$ cat src/rtl/vga_sprite_pkg.sv
// rtl/vga_sprite_pkg.sv - VGA timing constants and sprite slot record shared by the sprite path
package vga_sprite_pkg;

    localparam int H_ACTIVE    = 640;
    localparam int H_TOTAL     = 800;
    localparam int V_ACTIVE    = 480;
    localparam int V_TOTAL     = 525;
    localparam int COMMIT_LINE = 480;

    // Slot select / image index width (clog2 of the slot count)
    localparam int SEL_W = 2;

    typedef struct packed {
        logic             en;
        logic [9:0]       x;
        logic [9:0]       y;
        logic [SEL_W-1:0] img;
    } sprite_cfg_t;

endpackage

$ cat src/rtl/sprite_hit_unit.sv
// rtl/sprite_hit_unit.sv - per-slot coverage test and texel offsets for one lookahead pixel
module sprite_hit_unit
    import vga_sprite_pkg::*;
#(
    parameter int SPR_W = 32,
    parameter int SPR_H = 32,
    parameter int COL_W = $clog2(SPR_W),
    parameter int ROW_W = $clog2(SPR_H)
) (
    input  logic [10:0]      px,
    input  logic [10:0]      vy,
    input  sprite_cfg_t      cfg,
    output logic             hit,
    output logic [COL_W-1:0] col_off,
    output logic [ROW_W-1:0] row_off
);

    // 11-bit bounds so x+SPR_W never wraps; parts beyond the active area are clipped
    logic [10:0] x_lo;
    logic [10:0] x_hi;
    logic [10:0] y_lo;
    logic [10:0] y_hi;
    logic [10:0] dx;
    logic [10:0] dy;
    logic        on_screen;
    logic        in_x;
    logic        in_y;

    assign x_lo = {1'b0, cfg.x};
    assign y_lo = {1'b0, cfg.y};
    assign x_hi = x_lo + 11'(SPR_W);
    assign y_hi = y_lo + 11'(SPR_H);

    assign on_screen = (px < 11'(H_ACTIVE)) && (vy < 11'(V_ACTIVE));
    assign in_x      = (px >= x_lo) && (px < x_hi);
    assign in_y      = (vy >= y_lo) && (vy < y_hi);
    assign hit       = cfg.en && on_screen && in_x && in_y;

    // Offsets are only meaningful when hit is set; low bits suffice for power-of-2 sprites
    assign dx      = px - x_lo;
    assign dy      = vy - y_lo;
    assign col_off = dx[COL_W-1:0];
    assign row_off = dy[ROW_W-1:0];

endmodule

$ cat src/rtl/sprite_pixel_scheduler.sv
// rtl/sprite_pixel_scheduler.sv - shares one sprite ROM across slots and drives the VGA pixel path
module sprite_pixel_scheduler
    import vga_sprite_pkg::*;
#(
    parameter int         NUM_SPR     = 4,
    parameter int         SPR_W       = 32,
    parameter int         SPR_H       = 32,
    parameter int         ADDR_W      = 12,
    parameter logic [5:0] TRANSPARENT = 6'b110011,
    parameter int         LOOKAHEAD   = 3
) (
    input  logic              clk,
    input  logic              reset,
    input  logic [9:0]        hor_count,
    input  logic [9:0]        ver_count,
    input  logic              cfg_valid,
    output logic              cfg_ready,
    input  logic [SEL_W-1:0]  cfg_sel,
    input  logic              cfg_en,
    input  logic [9:0]        cfg_x,
    input  logic [9:0]        cfg_y,
    input  logic [SEL_W-1:0]  cfg_img,
    output logic [ADDR_W-1:0] rom_addr,
    input  logic [5:0]        rom_data,
    output logic              draw,
    output logic [5:0]        rgb_out,
    output logic              frame_tick
);

    localparam int COL_W = $clog2(SPR_W);
    localparam int ROW_W = $clog2(SPR_H);

    sprite_cfg_t pending_q [NUM_SPR];
    sprite_cfg_t active_q  [NUM_SPR];

    logic              commit;
    logic [10:0]       px_sum;
    logic [10:0]       px;
    logic [10:0]       vy;
    logic [NUM_SPR-1:0] hit_vec;
    logic [COL_W-1:0]  col_off [NUM_SPR];
    logic [ROW_W-1:0]  row_off [NUM_SPR];
    logic              hit_d;
    logic [ADDR_W-1:0] rom_addr_d;
    logic [ADDR_W-1:0] rom_addr_q;
    logic              s1_hit_q;
    logic              s2_hit_q;
    logic              draw_d;
    logic              draw_q;
    logic [5:0]        rgb_d;
    logic [5:0]        rgb_q;

    // Commit slot: first column of the first blanking line, when no lookahead pixel is visible
    assign commit     = (hor_count == 10'd0) && (ver_count == 10'(COMMIT_LINE));
    assign cfg_ready  = reset || !commit;
    assign frame_tick = commit && !reset;

    // Pending writes accumulate during the frame; active snapshot taken once per frame
    always_ff @(posedge clk or posedge reset) begin
        if (reset) begin
            for (int i = 0; i < NUM_SPR; i++) begin
                pending_q[i] <= '0;
                active_q[i]  <= '0;
            end
        end else begin
            if (commit) begin
                for (int i = 0; i < NUM_SPR; i++) begin
                    active_q[i] <= pending_q[i];
                end
            end
            if (cfg_valid && cfg_ready) begin
                pending_q[cfg_sel] <= {cfg_en, cfg_x, cfg_y, cfg_img};
            end
        end
    end

    // Lookahead pixel: LOOKAHEAD columns ahead, spilling onto the next line
    assign px_sum = {1'b0, hor_count} + 11'(LOOKAHEAD);

    // Wrap the lookahead column past the line end and advance the line (last line wraps to 0)
    always_comb begin
        px = px_sum;
        vy = {1'b0, ver_count};
        if (px_sum >= 11'(H_TOTAL)) begin
            px = px_sum - 11'(H_TOTAL);
            vy = (ver_count == 10'(V_TOTAL - 1)) ? 11'd0 : ({1'b0, ver_count} + 11'd1);
        end
    end

    for (genvar g = 0; g < NUM_SPR; g++) begin : g_hit
        sprite_hit_unit #(
            .SPR_W (SPR_W),
            .SPR_H (SPR_H)
        ) u_hit (
            .px      (px),
            .vy      (vy),
            .cfg     (active_q[g]),
            .hit     (hit_vec[g]),
            .col_off (col_off[g]),
            .row_off (row_off[g])
        );
    end

    // Priority encoder: scanning high to low lets the lowest hitting slot win; address holds on no hit
    always_comb begin
        hit_d      = 1'b0;
        rom_addr_d = rom_addr_q;
        for (int i = NUM_SPR - 1; i >= 0; i--) begin
            if (hit_vec[i]) begin
                hit_d      = 1'b1;
                rom_addr_d = ADDR_W'({active_q[i].img, row_off[i], col_off[i]});
            end
        end
    end

    // Final stage: a transparent winner texel shows background, never a lower slot
    always_comb begin
        draw_d = s2_hit_q && (rom_data != TRANSPARENT);
        rgb_d  = draw_d ? rom_data : 6'd0;
    end

    // Pipeline: S1 address/hit, S2 hit aligned with ROM data, S3 pixel output
    always_ff @(posedge clk or posedge reset) begin
        if (reset) begin
            rom_addr_q <= '0;
            s1_hit_q   <= 1'b0;
            s2_hit_q   <= 1'b0;
            draw_q     <= 1'b0;
            rgb_q      <= 6'd0;
        end else begin
            rom_addr_q <= rom_addr_d;
            s1_hit_q   <= hit_d;
            s2_hit_q   <= s1_hit_q;
            draw_q     <= draw_d;
            rgb_q      <= rgb_d;
        end
    end

    assign rom_addr = rom_addr_q;
    assign draw     = draw_q;
    assign rgb_out  = rgb_q;

endmodule

$ cat config.mk
export PLATFORM = sky130hd
export DESIGN_NAME = sprite_pixel_scheduler
export DESIGN_NICKNAME = d
export VERILOG_FILES = /design/src/rtl/vga_sprite_pkg.sv /design/src/rtl/sprite_hit_unit.sv /design/src/rtl/sprite_pixel_scheduler.sv
export SDC_FILE = /design/constraint.sdc
export NUM_CORES = 1
export LEC_CHECK = 0
export BUFFER_PORTS_ARGS = -buffer_cell sky130_fd_sc_hd__buf_2
export CAP_MARGIN = 20
export CORE_ASPECT_RATIO = 1.5
export CORE_MARGIN = 10
export CORE_UTILIZATION = 46
export CTS_CLUSTER_SIZE = 24
export DETAILED_ROUTE_END_ITERATION = 12
export GPL_TIMING_DRIVEN = 1
export PLACE_DENSITY = 0.68
export SYNTH_ARGS = -nofsm -noshare
export SYNTH_HDL_FRONTEND = slang
export SYNTH_SLANG_ARGS = --single-unit
$ cat constraint.sdc
create_clock -name clk -period 5.9 [get_ports clk]
set_input_delay 0.295 -clock clk [delete_from_list [all_inputs] [get_ports clk]]
set_output_delay 0.295 -clock clk [all_outputs]
set_load 0.02 [all_outputs]
==> results of run 1 <==
timing repair:
| item | in CTS | in global routing |
|---|---|---|
| setup buffers | 0 | 1 |
| gates resized for setup | 0 | 27 |
| endpoints found under the hold margin | 3 | 0 |
| endpoints found under the setup margin | 0 | 3 |
| hold buffers | 3 | 0 |
final cells by class:
type                       instances  area, um^2
fill                            2398       12500
multi-input combinational        854        7540
timing repair buffer             190        1270
sequential                       205        5130
clock inverter                     9         108
clock buffer                      27         588
inverter                         106         419
tap                              346         433
synthesized netlist by cell type, drive strengths merged (4+ instances only):
cell,n
a211oi,12
ha,149
nand2,50
dfrtp,205
nand3,51
nand2b,8
nor2b,15
a21oi,52
o221ai,7
a2111oi,4
nor3b,5
a31oi,10
o211ai,15
o21ai,49
o2111ai,6
or3,6
nand4,17
clkbuf,22
a21o,14
inv,106
a21boi,5
nor3,17
nor4,6
or4,5
buf,15
and2,11
xor2,6
nor2,35
mux2i,8
xnor2,36
mux2,186
o21a,15
and3,8
registers in the layout (all words and copies together), names as in the netlist:
register / flops
active_q: 92
pending_q: 92
rom_addr: 12
rgb_out: 6
draw: 1
s1_hit_q: 1
s2_hit_q: 1
per-stage QoR:
| stage | hold WS [ns] | total power [mW] | instance area (um^2) |
|---|---|---|---|
| floorplan | 0.331 | 1.97 | 13200 |
| global placement | 0.395 | 2.16 | 14700 |
| detailed placement | 0.383 | 2.19 | 14700 |
| CTS | 0.00949 | 3.54 | 15400 |
| global route | 0.0267 | 3.68 | 15500 |
| finish | 0.0197 | 3.52 | 15500 |
layer usage:
layer,routed length (um),GRT usage,part of all wire
met5,0,0,0
met4,1660,0.0980,0.048
met3,1350,0.0232,0.039
met2,17100,0.336,0.50
met1,14300,0.234,0.42
worst min-delay path by stage:
stage / cells past startpoint / start / slack [ns] / to
finish: 2 / rom_data[0] / 0.02 / rgb_out[0]
global route: 2 / rom_data[0] / 0.03 / rgb_out[0]
CTS: 2 / rom_data[0] / 0.009 / rgb_out[0]
detailed placement: 0 / s1_hit_q / 0.38 / s2_hit_q
global placement: 0 / s1_hit_q / 0.40 / s2_hit_q
floorplan: 0 / s1_hit_q / 0.33 / s2_hit_q
report_power, final:
group          internal [mW]  leakage, nW  switching [mW]
logic                  0.293         4.09           0.301
registers               1.52         2.67          0.0571
clock network          0.792        0.339           0.550
cell families (layout without fill, tap and decap cells):
kind of cell,after synthesis,in the layout,synth area share
buffers and inverters,143,332,0.0436
DFF,205,205,0.394
muxes,194,194,0.167
xor gates and xnor gates,42,42,0.0282
and+or+nand+nor,246,246,0.101
AOI/OAI and AO/OA,221,221,0.120
adders and majority gates,151,151,0.146
worst reg2reg max path, delay by kind of cell (launching register included):
kind	cells	cell delay [ns]
simple gates	5	1.59
compound gates	6	1.11
fa+ha+maj	4	1.09
flops	1	0.44
xor+xnor	1	0.20
buf+inv	2	0.09
==> results.json, run 1 <==
{
  "core_mm2": 0.0280,
  "synth-seq-cells": 205,
  "track_usage": 0.195,
  "cts_made_buffers": 20,
  "finClkSkew_ns": 0.0112,
  "routabilityCongestion": 0.895,
  "initial_utilization": 0.466,
  "place_hpwl_um": 26100,
  "leakage_nw": 7.10,
  "worst-path-buf-inv": 6,
  "setup_viol": 0,
  "cts_root_buf": "clkbuf_16",
  "drt_wl_total_um": 34400,
  "ir_drop_uv": 171,
  "die_h_um": 226,
  "crit_slowest_cell": "or4_1",
  "dr_total_vias": 9933,
  "n_antenna_cell": 0,
  "drive_gt1_frac": 0.336,
  "synth_area_mm2": 0.0130,
  "critPathKind": "in2reg",
  "yosysWarningCount": 0,
  "ys_types": 78,
  "fin_ws_ns": 0.257,
  "finalCriticalPeriod_ns": 5.64,
  "crit_top_cell": "buf_4",
  "status": "finished, final reports clean",
  "antenna_found_initial": 0,
  "synthCells": 1202,
  "cp-start-kind": "input port",
  "clkLatencyLatePin_ns": 0.51,
  "ys.flop_type": "dfrtp_1",
  "place_inst": 1697,
  "cts_tree": "built",
  "hold_violations": 0,
  "grt_pass1_vias": 10262,
  "area_delta_synth_final_pct": 18.9,
  "die_w_um": 157,
  "maxCapViolCount": 0,
  "firstDrtPassIters": 5,
  "critPathCaptureType": "flip-flop",
  "max_freq_ghz": 0.177,
  "final_common_cell": "dfrtp_1",
  "port_buffers": 74,
  "numClockSinks": 205,
  "synth_area_per_cell_um2": 10.8,
  "cp-startpoint": "hor_count[0]",
  "synth_edf_count": 0,
  "p_per_area_mw_per_mm2": 227,
  "stdcell_count": 1737,
  "clock_path_buffers": 3,
  "r2r-end": "rom_addr[9]",
  "dieArea_mm2": 0.0356,
  "arrival_ns": 6.02,
  "syn_nets": 1407,
  "cp_max_fo": 5,
  "hold_path.class": "in2reg",
  "row_count": 75,
  "utilization": 0.554,
  "drt-wirelength-per-cell_um": 19.8,
  "ant_nets": 0,
  "grt_pass1_wl_um": 55100,
  "r2r_start": "active_q[53]",
  "rrSetupSlack_ns": 1.25,
  "crit_required_ns": 6.28,
  "drc": 0,
  "slew_headroom": 0.381,
  "preCtsSetupSlack_ns": -0.360,
  "drt_iter0_drc": 537,
  "path_delay_family": "compound AO/OA/AOI/OAI gates",
  "final_nets": 1582,
  "final-max-slew-violation-count": 0,
  "final_cell_mix": "205 x dfrtp_1, 186 x mux2_2, 146 x ha_1",
  "synth_top_area_share": 0.394,
  "fin_crit_sh": 0.956,
  "tns_ns": 0,
  "async_reset_ff_frac": 1.00,
  "cp.depth": 32,
  "seq_area_frac_synth": 0.394,
  "synth_top_cell_by_area": "dfrtp_1",
  "endpoint": "rom_addr[9]",
  "viasPerCell": 5.72,
  "grt_start_max_net_pins": 130,
  "tightestPinTransition_ns": 0.929,
  "reg2reg_depth": 18,
  "slowest_delay_ns": 0.49,
  "grt.overflow.total": 0,
  "clk_pin_slew_ns": 0.07,
  "pin_count": 75,
  "synthTopCellsByArea": "dfrtp_1 39%, mux2_2 16%, ha_1 14%",
  "cts_htree_levels": 1
}
Power figures use the tool's default switching activity.
==> run 2: changes to the inputs <==
--- a/config.mk
+++ b/config.mk
@@ -13,6 +13,7 @@
 export CTS_CLUSTER_SIZE = 24
 export DETAILED_ROUTE_END_ITERATION = 12
 export GPL_TIMING_DRIVEN = 1
+export HOLD_SLACK_MARGIN = 0.08
 export PLACE_DENSITY = 0.68
 export SYNTH_ARGS = -nofsm -noshare
 export SYNTH_HDL_FRONTEND = slang
==> run 2 against run 1 <==
Combinational power rose by 2%. Die area did not move. Wire length rose by 1.1%. Fmax barely moved. First-iteration DRC count rose by 0.56%. Sequential power barely moved. Critical path depth did not move. Critical path type unchanged. Largest power group unchanged. Highest routed layer unchanged.
==> results.json, run 2 (same netlist as run 1, synthesis figures left out) <==
{
  "status": "finished, final reports clean",
  "drt-wirelength-per-cell_um": 19.8,
  "fin_crit_sh": 0.957,
  "cts_made_buffers": 20,
  "drt_iter0_drc": 540,
  "grt_start_max_net_pins": 130,
  "firstDrtPassIters": 5,
  "antenna_found_initial": 0,
  "core_mm2": 0.0280,
  "multi_input_area_mm2": 0.00754,
  "drc": 0,
  "port_buffers": 74,
  "rrSetupSlack_ns": 1.25,
  "fillers": 2381,
  "drt_wl_total_um": 34800,
  "numClockSinks": 205,
  "pin_count": 75,
  "final-max-slew-violation-count": 0,
  "leakage_nw": 7.20,
  "ant_nets": 0,
  "clk_pin_slew_ns": 0.07,
  "crit_required_ns": 6.28,
  "drive_gt1_frac": 0.331,
  "hold_violations": 0,
  "initial_utilization": 0.466,
  "grt.overflow.total": 0,
  "die_h_um": 226,
  "clock_path_buffers": 3,
  "maxCapViolCount": 0,
  "final_cell_mix": "205 x dfrtp_1, 186 x mux2_2, 146 x ha_1",
  "r2r-end": "rom_addr[9]",
  "utilization": 0.563,
  "n_antenna_cell": 0,
  "final_nets": 1606,
  "row_count": 75,
  "grt_pass1_vias": 10386,
  "hold_path.class": "in2async",
  "crit_top_cell": "buf_4",
  "dr_total_vias": 10038,
  "tns_ns": 0,
  "max_freq_ghz": 0.177,
  "r2r_start": "active_q[53]",
  "p_per_area_mw_per_mm2": 225,
  "ir_drop_uv": 171,
  "area_delta_synth_final_pct": 20.8,
  "slowest_delay_ns": 0.49,
  "tightestPinTransition_ns": 0.925,
  "die_w_um": 157,
  "setup_viol": 0,
  "crit_slowest_cell": "or4_1",
  "routabilityCongestion": 0.895,
  "final_common_cell": "dfrtp_1",
  "finClkSkew_ns": 0.0129,
  "track_usage": 0.197,
  "cp-start-kind": "input port",
  "grt_pass1_wl_um": 55500,
  "reg2reg_depth": 18,
  "cts_htree_levels": 1,
  "critPathKind": "in2reg",
  "finalCriticalPeriod_ns": 5.65,
  "viasPerCell": 5.70,
  "place_hpwl_um": 26100,
  "clkLatencyLatePin_ns": 0.51,
  "arrival_ns": 6.03,
  "seqCellArea_mm2": 0.00513,
  "cts_tree": "built",
  "slew_headroom": 0.383,
  "critPathCaptureType": "flip-flop",
  "cts_root_buf": "clkbuf_16",
  "dieArea_mm2": 0.0356,
  "cp_max_fo": 5
}
==> run 2: cell count changes in the layout (fill, tap and decap cells not counted), sizes merged <==
cell / delta
dlygate4sd3: +24
==> run 2: worst max-delay path by stage <==
stage	cells past startpoint	to	slack, ns	from
floorplan	32	rom_addr[9]	-0.03	hor_count[1]
global placement	29	rom_addr[9]	-0.23	hor_count[0]
detailed placement	30	rom_addr[9]	-0.36	hor_count[1]
CTS	29	rom_addr[9]	0.17	hor_count[1]
global route	33	rom_addr[9]	-0.04	hor_count[0]
finish	32	rom_addr[9]	0.25	hor_count[0]
==> run 2: final cells by class <==
| cell class | count | area share |
|---|---|---|
| well taps | 346 | 0.0275 |
| clock inverters | 9 | 0.00684 |
| inverters | 106 | 0.0266 |
| repair buffers | 214 | 0.0963 |
| flip-flops and latches | 205 | 0.326 |
| clock buffers | 27 | 0.0374 |
| multi-input cells | 854 | 0.479 |
==> run 2: critical path, delay by kind of cell <==
family / cells / cell delay, ns
and+or+nand+nor: 6 / 1.11
AOI/OAI and AO/OA: 11 / 1.98
adders and majority gates: 5 / 1.18
xor gates and xnor gates: 3 / 0.58
buffers and inverters: 6 / 0.71
muxes: 1 / 0.16
==> run 2: through the flow <==
| step | instances | setup WS, ns | instance area [um^2] | hold WS (ns) | power [mW] |
|---|---|---|---|---|---|
| after detailed placement | 1697 | -0.360 | 14700 | 0.383 | 2.19 |
| after global placement | 1697 | -0.234 | 14700 | 0.395 | 2.16 |
| final | 1761 | 0.254 | 15700 | 0.102 | 3.53 |
| after floorplan | 1202 | -0.0326 | 13200 | 0.331 | 1.97 |
| after global routing | 1761 | -0.0429 | 15700 | 0.107 | 3.70 |
| after CTS | 1760 | 0.166 | 15600 | 0.0881 | 3.55 |
==> run 2: timing repair <==
| action | 4_1_cts | 5_1_grt |
|---|---|---|
| setup endpoints to repair | 0 | 3 |
| hold endpoints to repair | 85 | 0 |
| resized for setup | 0 | 27 |
| hold buffers | 27 | 0 |
| buffers inserted | 0 | 1 |
==> run 2: routing by layer <==
metal,vias to the layer above,global-route usage,wire [um]
met5,-,0,0
met4,0,0.0998,1700
met3,84,0.0227,1260
met2,234,0.341,17400
met1,4952,0.234,14500
li1,4768,-,-
==> run 2: where the power goes <==
part	internal, mW	total (mW)	switching, mW
clock	0.792	1.34	0.552
sequential	1.52	1.58	0.0573
combinational	0.304	0.608	0.304
==> run 3: changes to the inputs <==
--- a/config.mk
+++ b/config.mk
@@ -10,11 +10,13 @@
 export CORE_ASPECT_RATIO = 1.5
 export CORE_MARGIN = 10
 export CORE_UTILIZATION = 46
+export CTS_BUF_LIST = sky130_fd_sc_hd__clkbuf_4 sky130_fd_sc_hd__clkbuf_8 sky130_fd_sc_hd__clkbuf_16
 export CTS_CLUSTER_SIZE = 24
 export DETAILED_ROUTE_END_ITERATION = 12
 export GPL_TIMING_DRIVEN = 1
 export HOLD_SLACK_MARGIN = 0.08
 export PLACE_DENSITY = 0.68
+export SETUP_SLACK_MARGIN = 0.02
 export SYNTH_ARGS = -nofsm -noshare
 export SYNTH_HDL_FRONTEND = slang
 export SYNTH_SLANG_ARGS = --single-unit
==> run 3 against run 2 <==
Via count is 0.32% higher. Sequential cell count stayed put. Clock skew hardly changed. Clock power hardly changed. Design area is 0.22% higher. Fmax is 0.19% lower. Register-to-register slack worse by 0.02 ns. Die area stayed put. Wire length hardly changed. Non-clock buffer count is 1 higher. Setup slack worse by 0.010 ns. Highest routed layer unchanged.
==> results.json, run 3 (same netlist as run 1, synthesis figures left out) <==
{
  "met2_usage": 0.341,
  "place_inst": 1697,
  "routabilityCongestion": 0.895,
  "dr_total_vias": 10070,
  "initial_utilization": 0.466,
  "tns_ns": 0,
  "grt.met3_usage": 0.0227,
  "r2r-end": "rom_addr[9]",
  "clkLatencyLatePin_ns": 0.51,
  "busiest_layer": "met2",
  "reg2reg_depth": 18,
  "final_area_mm2": 0.0158,
  "power_frac_clock": 0.382,
  "dieArea_mm2": 0.0356,
  "slowest_delay_ns": 0.49,
  "p_per_area_mw_per_mm2": 225,
  "cts_tree": "built",
  "crit_required_ns": 6.28,
  "crit_top_cell": "buf_4",
  "cellInternalPower_mw": 2.63,
  "r2r_start": "active_q[53]",
  "crit_slowest_cell": "or4_1",
  "track_usage": 0.197,
  "maxCapViolCount": 0,
  "seqPwrFrac": 0.446,
  "final-max-slew-violation-count": 0,
  "core_mm2": 0.0280,
  "place_area_mm2": 0.0147,
  "leakage_nw": 7.21,
  "die_h_um": 226,
  "drt_wl_total_um": 34800,
  "cts_root_buf": "clkbuf_16",
  "numClockSinks": 205,
  "cp_max_fo": 5,
  "stdcell_count": 1762,
  "drc": 0,
  "grt.overflow.total": 0,
  "p_comb_frac": 0.172,
  "swShare": 0.258,
  "ir_drop_uv": 171,
  "use_met1": 0.234,
  "rrSetupSlack_ns": 1.23,
  "row_count": 75,
  "tightestPinTransition_ns": 0.926,
  "hold_path.class": "in2async",
  "place_hpwl_um": 26100,
  "power_switching_mw": 0.914,
  "utilization": 0.564,
  "total_power_mw": 3.54,
  "area_delta_synth_final_pct": 21.0,
  "grt_pass1_vias": 10382,
  "final_cell_mix": "205 x dfrtp_1, 186 x mux2_2, 146 x ha_1",
  "hold_violations": 0,
  "critPathCaptureType": "flip-flop",
  "status": "finished, final reports clean",
  "drt_iter0_drc": 560,
  "critPathKind": "in2reg",
  "finClkSkew_ns": 0.0128,
  "cp-start-kind": "input port",
  "n_antenna_cell": 0,
  "fin_crit_sh": 0.959,
  "drive_gt1_frac": 0.335,
  "clock_path_buffers": 3,
  "finalCriticalPeriod_ns": 5.66,
  "viasPerCell": 5.72,
  "drt-wirelength-per-cell_um": 19.8,
  "setup_viol": 0,
  "pin_count": 75,
  "final_nets": 1607,
  "cts_made_buffers": 20,
  "die_w_um": 157,
  "max_freq_ghz": 0.177,
  "firstDrtPassIters": 5,
  "final_common_cell": "dfrtp_1",
  "ant_nets": 0,
  "grt_start_max_net_pins": 130,
  "arrival_ns": 6.03,
  "clk_pin_slew_ns": 0.07,
  "slew_headroom": 0.383,
  "port_buffers": 74,
  "cts_htree_levels": 1,
  "grt_pass1_wl_um": 55600,
  "antenna_found_initial": 0
}
==> run 3: critical path, delay by kind of cell <==
family	cells	cell delay, ns
xor+xnor	3	0.58
simple gates	6	1.11
mux	1	0.16
compound gates	11	1.97
buf+inv	6	0.71
fa+ha+maj	5	1.19
==> run 3: layer usage <==
metal	part of all wire	routed length [um]
met1	0.41	14400
met2	0.50	17300
met3	0.039	1370
met4	0.052	1790
met5	0	0
==> run 3: stage by stage <==
stage	setup WS (ns)	hold WS, ns
2_1_floorplan	-0.0326	0.331
3_3_place_gp	-0.234	0.395
3_5_place_dp	-0.360	0.383
4_1_cts	0.166	0.0881
5_1_grt	-0.0149	0.113
6_report	0.243	0.104
==> run 3: final cells by class <==
cell class              instances  area [um^2]
flip-flops and latches        205         5130
inverters                     106          419
multi-input cells             854         7560
fillers                      2378        12200
clock buffers                  27          596
well taps                     346          433
clock inverters                 9          108
repair buffers                215         1520
==> run 3: worst max-delay path by stage <==
stage	endpoint	depth (start not counted)	slack (ns)	start
6_report	rom_addr[9]	32	0.24	hor_count[0]
3_5_place_dp	rom_addr[9]	30	-0.36	hor_count[1]
2_1_floorplan	rom_addr[9]	32	-0.03	hor_count[1]
3_3_place_gp	rom_addr[9]	29	-0.23	hor_count[0]
4_1_cts	rom_addr[9]	29	0.17	hor_count[1]
5_1_grt	rom_addr[9]	27	-0.01	hor_count[0]
==> run 3: timing repair <==
| action | 4_1_cts | 5_1_grt |
|---|---|---|
| hold buffers | 27 | 0 |
| resized for setup | 0 | 30 |
| setup buffers | 0 | 2 |
| endpoints found under the hold margin | 85 | 0 |
| endpoints found under the setup margin | 0 | 3 |
==> run 3: power by group through the flow <==
stage                     registers [mW]  clock network (mW)  logic (mW)
after floorplan                     1.59                   0       0.376
after global placement              1.60                   0       0.559
after detailed placement            1.61                   0       0.578
after CTS                           1.58                1.38       0.597
after global routing                1.60                1.44       0.677
final                               1.58                1.35       0.610
